**src/rtl/csa32_accumulator_if.sv**
```systemverilog
// Accumulator stream bundle: word input and packet-result output handshakes.
interface csa32_accumulator_if #(
  parameter int CNT_W = 8
);
  logic             in_valid;
  logic             in_ready;
  logic [31:0]      in_data;
  logic             in_last;
  logic             out_valid;
  logic             out_ready;
  logic [31:0]      out_sum;
  logic             out_ovf;
  logic [CNT_W-1:0] out_count;

  modport master (
    output in_valid, in_data, in_last, out_ready,
    input  in_ready, out_valid, out_sum, out_ovf, out_count
  );

  modport slave (
    input  in_valid, in_data, in_last, out_ready,
    output in_ready, out_valid, out_sum, out_ovf, out_count
  );
endinterface

```
**src/rtl/csa32_accumulator.sv**
```systemverilog
// Packet accumulator around a 32-bit carry-skip adder; result valid the cycle after the last word.
// Result held until out_ready; no word accepted while a result is pending.
module cskipa32 (
  input  logic [31:0] a_i,
  input  logic [31:0] b_i,
  input  logic        cin_i,
  output logic [31:0] sum_o,
  output logic        cout_o
);
  logic [31:0] p;
  logic [31:0] g;
  logic        carry;
  logic        blk_cin;

  assign p = a_i ^ b_i;
  assign g = a_i & b_i;

  // 8 ripple blocks of 4 bits; a fully-propagating block forwards its carry-in directly.
  always_comb begin
    sum_o   = '0;
    carry   = cin_i;
    blk_cin = cin_i;
    for (int blk = 0; blk < 8; blk++) begin
      blk_cin = carry;
      for (int i = 0; i < 4; i++) begin
        sum_o[blk*4+i] = p[blk*4+i] ^ carry;
        carry          = g[blk*4+i] | (p[blk*4+i] & carry);
      end
      if (&p[blk*4 +: 4]) carry = blk_cin;
    end
    cout_o = carry;
  end
endmodule

module csa32_accumulator #(
  parameter int CNT_W = 8
) (
  input  logic                 clk,
  input  logic                 rst,
  csa32_accumulator_if.slave   bus
);
  typedef enum logic [1:0] {IDLE, ACC, DONE} state_t;

  state_t           state_q;
  logic [31:0]      acc_q;
  logic             ovf_q;
  logic [CNT_W-1:0] cnt_q;
  logic             out_valid_q;
  logic             in_ready_q;

  logic [31:0]      acc_d;
  logic             ovf_d;
  logic [CNT_W-1:0] cnt_d;
  logic             cout;
  logic             accept;

  cskipa32 u_adder (
    .a_i    (acc_q),
    .b_i    (bus.in_data),
    .cin_i  (1'b0),
    .sum_o  (acc_d),
    .cout_o (cout)
  );

  assign accept = bus.in_valid & bus.in_ready;
  assign ovf_d  = ovf_q | cout;
  assign cnt_d  = (&cnt_q) ? cnt_q : cnt_q + 1'b1;

  always_ff @(posedge clk or posedge rst) begin
    if (rst) begin
      state_q     <= IDLE;
      acc_q       <= '0;
      ovf_q       <= 1'b0;
      cnt_q       <= '0;
      out_valid_q <= 1'b0;
      in_ready_q  <= 1'b1;
    end else begin
      case (state_q)
        IDLE, ACC: begin
          if (accept) begin
            acc_q <= acc_d;
            ovf_q <= ovf_d;
            cnt_q <= cnt_d;
            if (bus.in_last) begin
              state_q     <= DONE;
              out_valid_q <= 1'b1;
              in_ready_q  <= 1'b0;
            end else begin
              state_q <= ACC;
            end
          end
        end
        DONE: begin
          if (bus.out_ready) begin
            state_q     <= IDLE;
            acc_q       <= '0;
            ovf_q       <= 1'b0;
            cnt_q       <= '0;
            out_valid_q <= 1'b0;
            in_ready_q  <= 1'b1;
          end
        end
        default: begin
          state_q     <= IDLE;
          acc_q       <= '0;
          ovf_q       <= 1'b0;
          cnt_q       <= '0;
          out_valid_q <= 1'b0;
          in_ready_q  <= 1'b1;
        end
      endcase
    end
  end

  // Reset must block acceptance immediately, not just at the next edge.
  assign bus.in_ready  = in_ready_q & ~rst;
  assign bus.out_valid = out_valid_q;
  assign bus.out_sum   = acc_q;
  assign bus.out_ovf   = ovf_q;
  assign bus.out_count = cnt_q;
endmodule
```
**src/flat_wrapper.sv**
```systemverilog
// flat-port wrapper written by rule: the top's interface ports become plain ports
module csa32_accumulator_flat 
#(
  parameter int CNT_W = 8
)
  (clk, rst, bus_in_valid, bus_in_data, bus_in_last, bus_out_ready, bus_in_ready, bus_out_valid, bus_out_sum, bus_out_ovf, bus_out_count);
  csa32_accumulator_if #(.CNT_W(CNT_W)) bus_i ();
  input  logic clk;
  input  logic rst;
  input wire logic [$bits(bus_i.in_valid)-1:0] bus_in_valid;
  input wire logic [$bits(bus_i.in_data)-1:0] bus_in_data;
  input wire logic [$bits(bus_i.in_last)-1:0] bus_in_last;
  input wire logic [$bits(bus_i.out_ready)-1:0] bus_out_ready;
  output wire logic [$bits(bus_i.in_ready)-1:0] bus_in_ready;
  output wire logic [$bits(bus_i.out_valid)-1:0] bus_out_valid;
  output wire logic [$bits(bus_i.out_sum)-1:0] bus_out_sum;
  output wire logic [$bits(bus_i.out_ovf)-1:0] bus_out_ovf;
  output wire logic [$bits(bus_i.out_count)-1:0] bus_out_count;
  assign bus_i.in_valid = bus_in_valid;
  assign bus_i.in_data = bus_in_data;
  assign bus_i.in_last = bus_in_last;
  assign bus_i.out_ready = bus_out_ready;
  assign bus_in_ready = bus_i.in_ready;
  assign bus_out_valid = bus_i.out_valid;
  assign bus_out_sum = bus_i.out_sum;
  assign bus_out_ovf = bus_i.out_ovf;
  assign bus_out_count = bus_i.out_count;
  csa32_accumulator #(.CNT_W(CNT_W)) u_core (.clk(clk), .rst(rst), .bus(bus_i));
endmodule
```
**config.mk**
```make
export PLATFORM = sky130hd
export DESIGN_NAME = csa32_accumulator_flat
export DESIGN_NICKNAME = d
export VERILOG_FILES = /design/src/rtl/csa32_accumulator_if.sv /design/src/rtl/csa32_accumulator.sv /design/src/flat_wrapper.sv
export SDC_FILE = /design/constraint.sdc
export NUM_CORES = 1
export LEC_CHECK = 0
export ABC_CLOCK_PERIOD_IN_PS = 34100
export BUFFER_PORTS_ARGS = -buffer_cell sky130_fd_sc_hd__buf_2
export CAP_MARGIN = 20
export CORE_ASPECT_RATIO = 1.4
export CORE_MARGIN = 4
export CORE_UTILIZATION = 35
export CTS_CLUSTER_SIZE = 25
export DETAILED_ROUTE_END_ITERATION = 6
export GPL_TIMING_DRIVEN = 0
export PLACE_DENSITY_LB_ADDON = 0.05
export SYNTH_ARGS = -nofsm -noshare
export SYNTH_HDL_FRONTEND = slang
export SYNTH_HIERARCHICAL = 1
export SYNTH_SLANG_ARGS = --single-unit
```
**constraint.sdc**
```tcl
create_clock -name clk -period 34.1 [get_ports clk]
set_clock_uncertainty 0.2 [all_clocks]
set_input_delay 6.82 -clock clk [delete_from_list [all_inputs] [get_ports clk]]
set_output_delay 6.82 -clock clk [all_outputs]
set_load 0.02 [all_outputs]
```
==> results.ini, run 1 <==
[clock_network]
clk_pin_slew_worst_paths_ps=60
ctsHtreeMaxLevel=2
clock-sinks=45
cts_tree=yes
hold_buffers=0
clock_tree_root_driver_cell=sky130_fd_sc_hd__clkbuf_16
postCtsSetupBuffers=0
number_of_buffers_created_by_cts=5
post_cts.resized_instances=0
worst_skew_pair.late_latency_ps=290
clock_tree.buffer_depth=2

[final_layout]
layout.filler_cells=870
multi_input_area_um2=1870
layout.cells.most_common_list=sky130_fd_sc_hd__buf_2, sky130_fd_sc_hd__dfrtp_1, sky130_fd_sc_hd__ha_1, sky130_fd_sc_hd__a22o_1, sky130_fd_sc_hd__fa_1
post_route_cells_drive_above_1_share=0.289
syn2layout_area_growth_pct=22.3
mostFrequentLayoutCell=sky130_fd_sc_hd__buf_2
antenna_cells=0
final_nets=444
area_taken_by_flip_flops_and_latches_um2=1130

[run_status]
outcome=finished, final reports clean

[pwr]
total_leakage_power_uw=0.00205
p_sw_uw=26.0
power_frac_clock=0.438
vdd_drop_max_mv=0.0228
cellPowerDensity_nw_per_um2=29.1
power_frac_seq=0.485
netSwitchingFraction=0.236
internal_power_uw=83.9
pwr-share-comb=0.077

[yosys]
synth.cell_area_um2=3090
synth_top_family_by_area=adder cells
synth_simple_gate_area_frac=0.0965
post_synth_fa_ha_maj_area_fraction=0.341
mean_syn_cell_area_um2=12.2
synth_xor_area_frac=0
synth_warnings=6
synth-seq-area-share=0.365
yosysUniqueCellTypes=38
synth_seq_cells=45
synth_compound_area_frac=0.154
syn_inst=254
synth_mux_area_frac=0.0105

[die]
die_area_um2=10400
chipHeight_um=119
rows=40
io_pins=80
initial_utilization=0.359
core-area_um2=8610
floorplan.die.width_um=87.4

[placed_design]
port_buffers=79
detailedPlace.worstSlack_ps=12130
post-dp-hpwl_um=5380
finalWeightedCongestion=0.724

[routing]
wirelength_um=6970
drc_errors=0
post_drt_via_cell_ratio=4.95
detailedRoute.firstIterationViolations=45
detailed_router_iteration_count_before_antenna_repair=4
number_of_vias_in_the_routed_layout=2216
postRouteAntennaNets=0
wl_per_cell_um=15.5

[setup_path]
startpoint=bus_in_data[0]
timing.reg2reg.worst_path_depth=53
cp.depth=54
cp-endpoint=u_core/bus.out_ovf
crit_path_start_kind=input port
r2r_end=u_core/bus.out_ovf
worstPathRequired_ps=34050
critical_path.reg2reg.startpoint=u_core/bus.out_sum[0]
worst-endpoint-arrival_ps=21560
worstPathMaxFanout=3
worst_path_largest_cell_delay_ps=430
critical_path_buf_inv_count=6
cell_family_contributing_the_most_delay_on_the_critical_path=adder cells
endpoint_kind=flip-flop
critical_path.most_common_cell=sky130_fd_sc_hd__fa_1
cp_slowest_cell=sky130_fd_sc_hd__fa_1
worst-setup-path-type=in -> reg
timing.reg2reg.setup_slack_ps=18700

[sta]
drv_slew=0
max_slew_margin=0.662
post-route-worst-setup-slack_ps=12500
final-hold-violation-count=0
achievable-frequency_ghz=0.0463
rsz_0062_raised_after_global_routing=no
final_setup_fails=0
final.min_clock_period_ps=21600
worst_pin_slew_ps=504
post-route-period-util=0.634
tns_ps=0

[global_route]
grt_antenna_before_repair=0
via_count_of_the_first_global_routing_pass=2412
grt_pass1_wl_um=11900
gr-total-overflow=0
globalRouteTotalUtil=0.146
largest_net_degree_at_the_start_of_global_routing=35

[hold_path]
min-delay-path-class=reg -> reg

[flow_run]
drv_cap=0

==> power groups by stage <==
| stage | registers (µW) | logic [µW] | clock network (µW) |
|---|---|---|---|
| 6_report | 53.4 | 8.46 | 48.1 |
| 5_1_grt | 53.3 | 10.2 | 51.8 |
| 4_1_cts | 53.4 | 8.83 | 49.6 |
| 3_5_place_dp | 54.4 | 8.82 | 0 |
| 3_3_place_gp | 54.4 | 8.31 | 0 |
| 2_1_floorplan | 54.4 | 3.69 | 0 |
==> synthesized netlist by cell type (all sizes together) <==
| master | n | share of area |
|---|---|---|
| conb | 1 | 0.0012 |
| nor4 | 2 | 0.0041 |
| a31oi | 1 | 0.0020 |
| or2 | 4 | 0.0081 |
| inv | 15 | 0.018 |
| buf | 4 | 0.0085 |
| nor2b | 1 | 0.0020 |
| o21ai | 12 | 0.019 |
| o22a | 2 | 0.0057 |
| ha | 33 | 0.13 |
| and2b | 2 | 0.0049 |
| nor2 | 8 | 0.012 |
| nor3 | 3 | 0.0049 |
| fa | 32 | 0.21 |
| a21oi | 8 | 0.013 |
| mux2i | 1 | 0.0032 |
| nor3b | 1 | 0.0024 |
| a221o | 2 | 0.0065 |
| clkbuf | 4 | 0.0049 |
| dfstp | 1 | 0.0085 |
| a22o | 32 | 0.091 |
| a211oi | 1 | 0.0024 |
| dfrtp | 44 | 0.36 |
| mux2 | 2 | 0.0073 |
| o22ai | 1 | 0.0065 |
| nand2b | 1 | 0.0020 |
| and4bb | 1 | 0.0041 |
| and4 | 2 | 0.0057 |
| and3b | 1 | 0.0028 |
| nand3 | 2 | 0.0032 |
| nand2 | 19 | 0.023 |
| o21a | 3 | 0.0073 |
| nand4b | 1 | 0.0028 |
| nand4 | 7 | 0.014 |
==> per-stage QoR <==
stage / instance area (µm²) / utilization / hold WS [ps] / power [µW] / instances
after global placement: 3620 / 0.420 / 290 / 62.7 / 439
after global routing: 3780 / 0.439 / 328 / 115 / 448
after detailed placement: 3640 / 0.423 / 298 / 63.2 / 440
after floorplan: 3090 / - / 271 / 58.1 / 255
after CTS: 3780 / 0.439 / 307 / 112 / 448
final: 3780 / 0.439 / 305 / 110 / 448
==> cell families (layout without fill, tap and decap cells) <==
family	Yosys count	in the layout
AND/OR/NAND/NOR	55	55
buffers and inverters	23	111
multiplexers	3	3
adder cells (fa/ha/maj)	65	65
AO/OA/AOI/OAI	62	62
flip-flops	45	45
other	1	2
==> cell type report <==
cell class / count / area share
plain buffers: 8 / 0.0109
clock buffers: 6 / 0.0341
clock inverters: 2 / 0.00265
inverters: 15 / 0.0149
multi-input cells: 187 / 0.494
flip-flops and latches: 45 / 0.299
well taps: 105 / 0.0348
repair buffers: 80 / 0.110
==> flip-flops by register name (all words and copies together), names as in the netlist <==
signal                flops
u_core/bus.out_valid      1
u_core/bus.out_ovf        1
u_core/in_ready_q         1
u_core/bus.out_count      8
u_core/bus.out_sum       32
u_core/state_q            2
==> worst min path at each step <==
| stage | startpoint | end | slack [ps] | cells past startpoint |
|---|---|---|---|---|
| finish | u_core/in_ready_q | u_core/in_ready_q | 310 | 2 |
| CTS | u_core/in_ready_q | u_core/in_ready_q | 310 | 2 |
| global route | u_core/in_ready_q | u_core/in_ready_q | 330 | 2 |
| global placement | u_core/in_ready_q | u_core/in_ready_q | 290 | 2 |
| detailed placement | u_core/in_ready_q | u_core/in_ready_q | 300 | 2 |
| floorplan | u_core/in_ready_q | u_core/in_ready_q | 270 | 2 |
==> routing by layer <==
metal	GRT usage	routed length [µm]
met1	0.194	3070
met2	0.231	3380
met5	0	0
met3	0.0394	420
met4	0.0413	99
==> worst min-delay path: stages, from the launching register on <==
cell	delay (ps)
sky130_fd_sc_hd__dfstp_2	380
sky130_fd_sc_hd__inv_1	60
sky130_fd_sc_hd__a21oi_1	60
Power figures use the tool's default switching activity.
==> run 2, diff against run 1 <==
--- a/config.mk
+++ b/config.mk
@@ -5,7 +5,7 @@
 export SDC_FILE = /design/constraint.sdc
 export NUM_CORES = 1
 export LEC_CHECK = 0
-export ABC_CLOCK_PERIOD_IN_PS = 34100
+export ABC_CLOCK_PERIOD_IN_PS = 18700
 export BUFFER_PORTS_ARGS = -buffer_cell sky130_fd_sc_hd__buf_2
 export CAP_MARGIN = 20
 export CORE_ASPECT_RATIO = 1.4
==> constraint.sdc (replaced) <==
create_clock -name clk -period 18.7 [get_ports clk]
set_clock_uncertainty 0.2 [all_clocks]
set_input_delay 3.74 -clock clk [delete_from_list [all_inputs] [get_ports clk]]
set_output_delay 3.74 -clock clk [all_outputs]
set_load 0.02 [all_outputs]
==> run 2 against run 1 <==
Compared with the run above:
- final area rose by 0.70%
- combinational power rose by 86%
- critical path depth did not move
- sequential power rose by 82%
- first-iteration DRC count fell by 6.7%
- die area did not move
- worst hold slack barely moved
- via count rose by 0.36%
- final cell count rose by 0.22%
- critical endpoint unchanged
- largest cell class unchanged
- largest power group unchanged
==> results.ini, run 2 (synthesized netlist as in run 1, its figures left out) <==
[sta]
post-route-period-util=0.970
final_setup_fails=0  ; unchanged
final.min_clock_period_ps=18140
drv_slew=0  ; unchanged
worst_pin_slew_ps=505  ; +0.607 ps
final-hold-violation-count=0  ; unchanged
max_slew_margin=0.661  ; about the same
rsz_0062_raised_after_global_routing=no
post-route-worst-setup-slack_ps=564  ; -11,930 ps
achievable-frequency_ghz=0.0551

[setup_path]
critical_path.reg2reg.startpoint=u_core/bus.out_sum[0]
endpoint_kind=flip-flop
crit_path_start_kind=input port
cp-endpoint=u_core/bus.out_ovf
r2r_end=u_core/bus.out_ovf
worst_path_largest_cell_delay_ps=410  ; -20 ps
timing.reg2reg.worst_path_depth=53  ; unchanged
cp_slowest_cell=sky130_fd_sc_hd__fa_1
startpoint=bus_in_data[0]
worstPathRequired_ps=18650  ; -15,400 ps
timing.reg2reg.setup_slack_ps=3680  ; -15,020 ps
worstPathMaxFanout=3  ; unchanged
worst-endpoint-arrival_ps=18090  ; -3470 ps
worst-setup-path-type=in -> reg
critical_path.most_common_cell=sky130_fd_sc_hd__fa_1

[clock_network]
worst_skew_pair.late_latency_ps=290  ; about the same
number_of_buffers_created_by_cts=5  ; unchanged
ctsHtreeMaxLevel=2  ; unchanged
clock_tree.buffer_depth=2  ; unchanged
cts_tree=yes
clock-sinks=45  ; unchanged
clock_tree_root_driver_cell=sky130_fd_sc_hd__clkbuf_16
clk_pin_slew_worst_paths_ps=60  ; about the same

[final_layout]
layout.filler_cells=870  ; unchanged
syn2layout_area_growth_pct=23.2
largest_register_ffs=32  ; unchanged
layout.cells.most_common_list=sky130_fd_sc_hd__buf_2, sky130_fd_sc_hd__dfrtp_1, sky130_fd_sc_hd__ha_1, sky130_fd_sc_hd__a22o_1, sky130_fd_sc_hd__fa_1
final_nets=445  ; +0.23%
post_route_cells_drive_above_1_share=0.311  ; +0.0224
antenna_cells=0  ; unchanged
mostFrequentLayoutCell=sky130_fd_sc_hd__buf_2

[global_route]
grt_antenna_before_repair=0  ; unchanged
via_count_of_the_first_global_routing_pass=2412  ; unchanged
grt_pass1_wl_um=11900  ; unchanged
gr-total-overflow=0  ; unchanged
largest_net_degree_at_the_start_of_global_routing=35  ; unchanged
globalRouteTotalUtil=0.146  ; unchanged

[pwr]
vdd_drop_max_mv=0.0417  ; +83%
total_leakage_power_uw=0.00204  ; -0.44%
total_chip_power_uw=200  ; +82%
cellPowerDensity_nw_per_um2=52.7  ; +81%

[routing]
number_of_vias_in_the_routed_layout=2224  ; +0.36%
drc_errors=0  ; unchanged
detailed_router_iteration_count_before_antenna_repair=4  ; unchanged
post_drt_via_cell_ratio=4.95  ; +0.14%
postRouteAntennaNets=0  ; unchanged
wl_per_cell_um=15.6  ; about the same
wirelength_um=6980  ; +0.26%
detailedRoute.firstIterationViolations=42  ; -6.7%

[placed_design]
port_buffers=79  ; unchanged
detailedPlace.worstSlack_ps=-192  ; -12,320 ps
finalWeightedCongestion=0.724  ; unchanged
post-dp-hpwl_um=5380  ; unchanged

[die]
io_pins=80  ; unchanged
floorplan.die.width_um=87.4  ; unchanged
core-area_um2=8610  ; unchanged
rows=40  ; unchanged
initial_utilization=0.359  ; unchanged
die_area_um2=10400  ; unchanged
chipHeight_um=119  ; unchanged

[hold_path]
min-delay-path-class=reg -> reg

[run_status]
outcome=finished, final reports clean

[flow_run]
drv_cap=0  ; unchanged

[run 2: cell count changes in the layout (fill, tap and decap cells not counted), sizes merged]
cell  before  now
buf       84   85
[run 2: power breakdown]
group          total, µW  switching [µW]  internal (µW)
clock network       87.4            38.2           49.2
logic               15.7            9.00           6.71
registers           97.3               0           97.3
total                200            47.2            153
[run 2: how the worst min path moves through the flow]
stage	startpoint	end	slack, ps	cells after the start
2_1_floorplan	u_core/in_ready_q	u_core/in_ready_q	270	2
3_3_place_gp	u_core/in_ready_q	u_core/in_ready_q	290	2
3_5_place_dp	u_core/in_ready_q	u_core/in_ready_q	300	2
4_1_cts	u_core/in_ready_q	u_core/in_ready_q	310	2
5_1_grt	u_core/in_ready_q	u_core/in_ready_q	330	2
6_report	u_core/in_ready_q	u_core/in_ready_q	300	2
[run 2: layout make-up]
cell class / count / area (µm²) / area share
timing repair buffer: 81 / 423 / 0.111
clock buffer: 6 / 129 / 0.0339
multi-input combinational: 187 / 1880 / 0.496
sequential: 45 / 1130 / 0.296
buffer: 8 / 41.3 / 0.0109
tap: 105 / 131 / 0.0346
clock inverter: 2 / 10.0 / 0.00263
inverter: 15 / 56.3 / 0.0148
[run 2: worst max-delay path, delay by kind of cell]
family	cells	cell delay, ps
adder cells (fa/ha/maj)	32	11900
AO/OA/AOI/OAI	7	790
multiplexers	3	620
AND/OR/NAND/NOR	6	590
buffers and inverters	6	450
[run 2: metrics by stage]
stage / cell area, µm² / util / cells / TNS, ps / hold WS, ps
6_report: 3800 / 0.442 / 449 / 0 / 305
3_3_place_gp: 3620 / 0.420 / 439 / -259 / 290
4_1_cts: 3780 / 0.439 / 448 / 0 / 307
5_1_grt: 3800 / 0.442 / 449 / 0 / 328
3_5_place_dp: 3640 / 0.423 / 440 / -318 / 298
2_1_floorplan: 3090 / - / 255 / 0 / 271
[run 2: repair_timing]
action	4_1_cts	5_1_grt
buffers inserted	0	1
endpoints found under the hold margin	0	0
endpoints found under the setup margin	0	3
hold buffers	0	0
gates resized for setup	0	8
[run 2: metal layers]
| metal | share of wire | vias up | GRT usage |
|---|---|---|---|
| met5 | 0 | - | 0 |
| met4 | 0.014 | 0 | 0.0413 |
| met3 | 0.059 | 9 | 0.0394 |
| met2 | 0.48 | 60 | 0.231 |
| met1 | 0.44 | 1090 | 0.194 |
| li1 | - | 1065 | - |
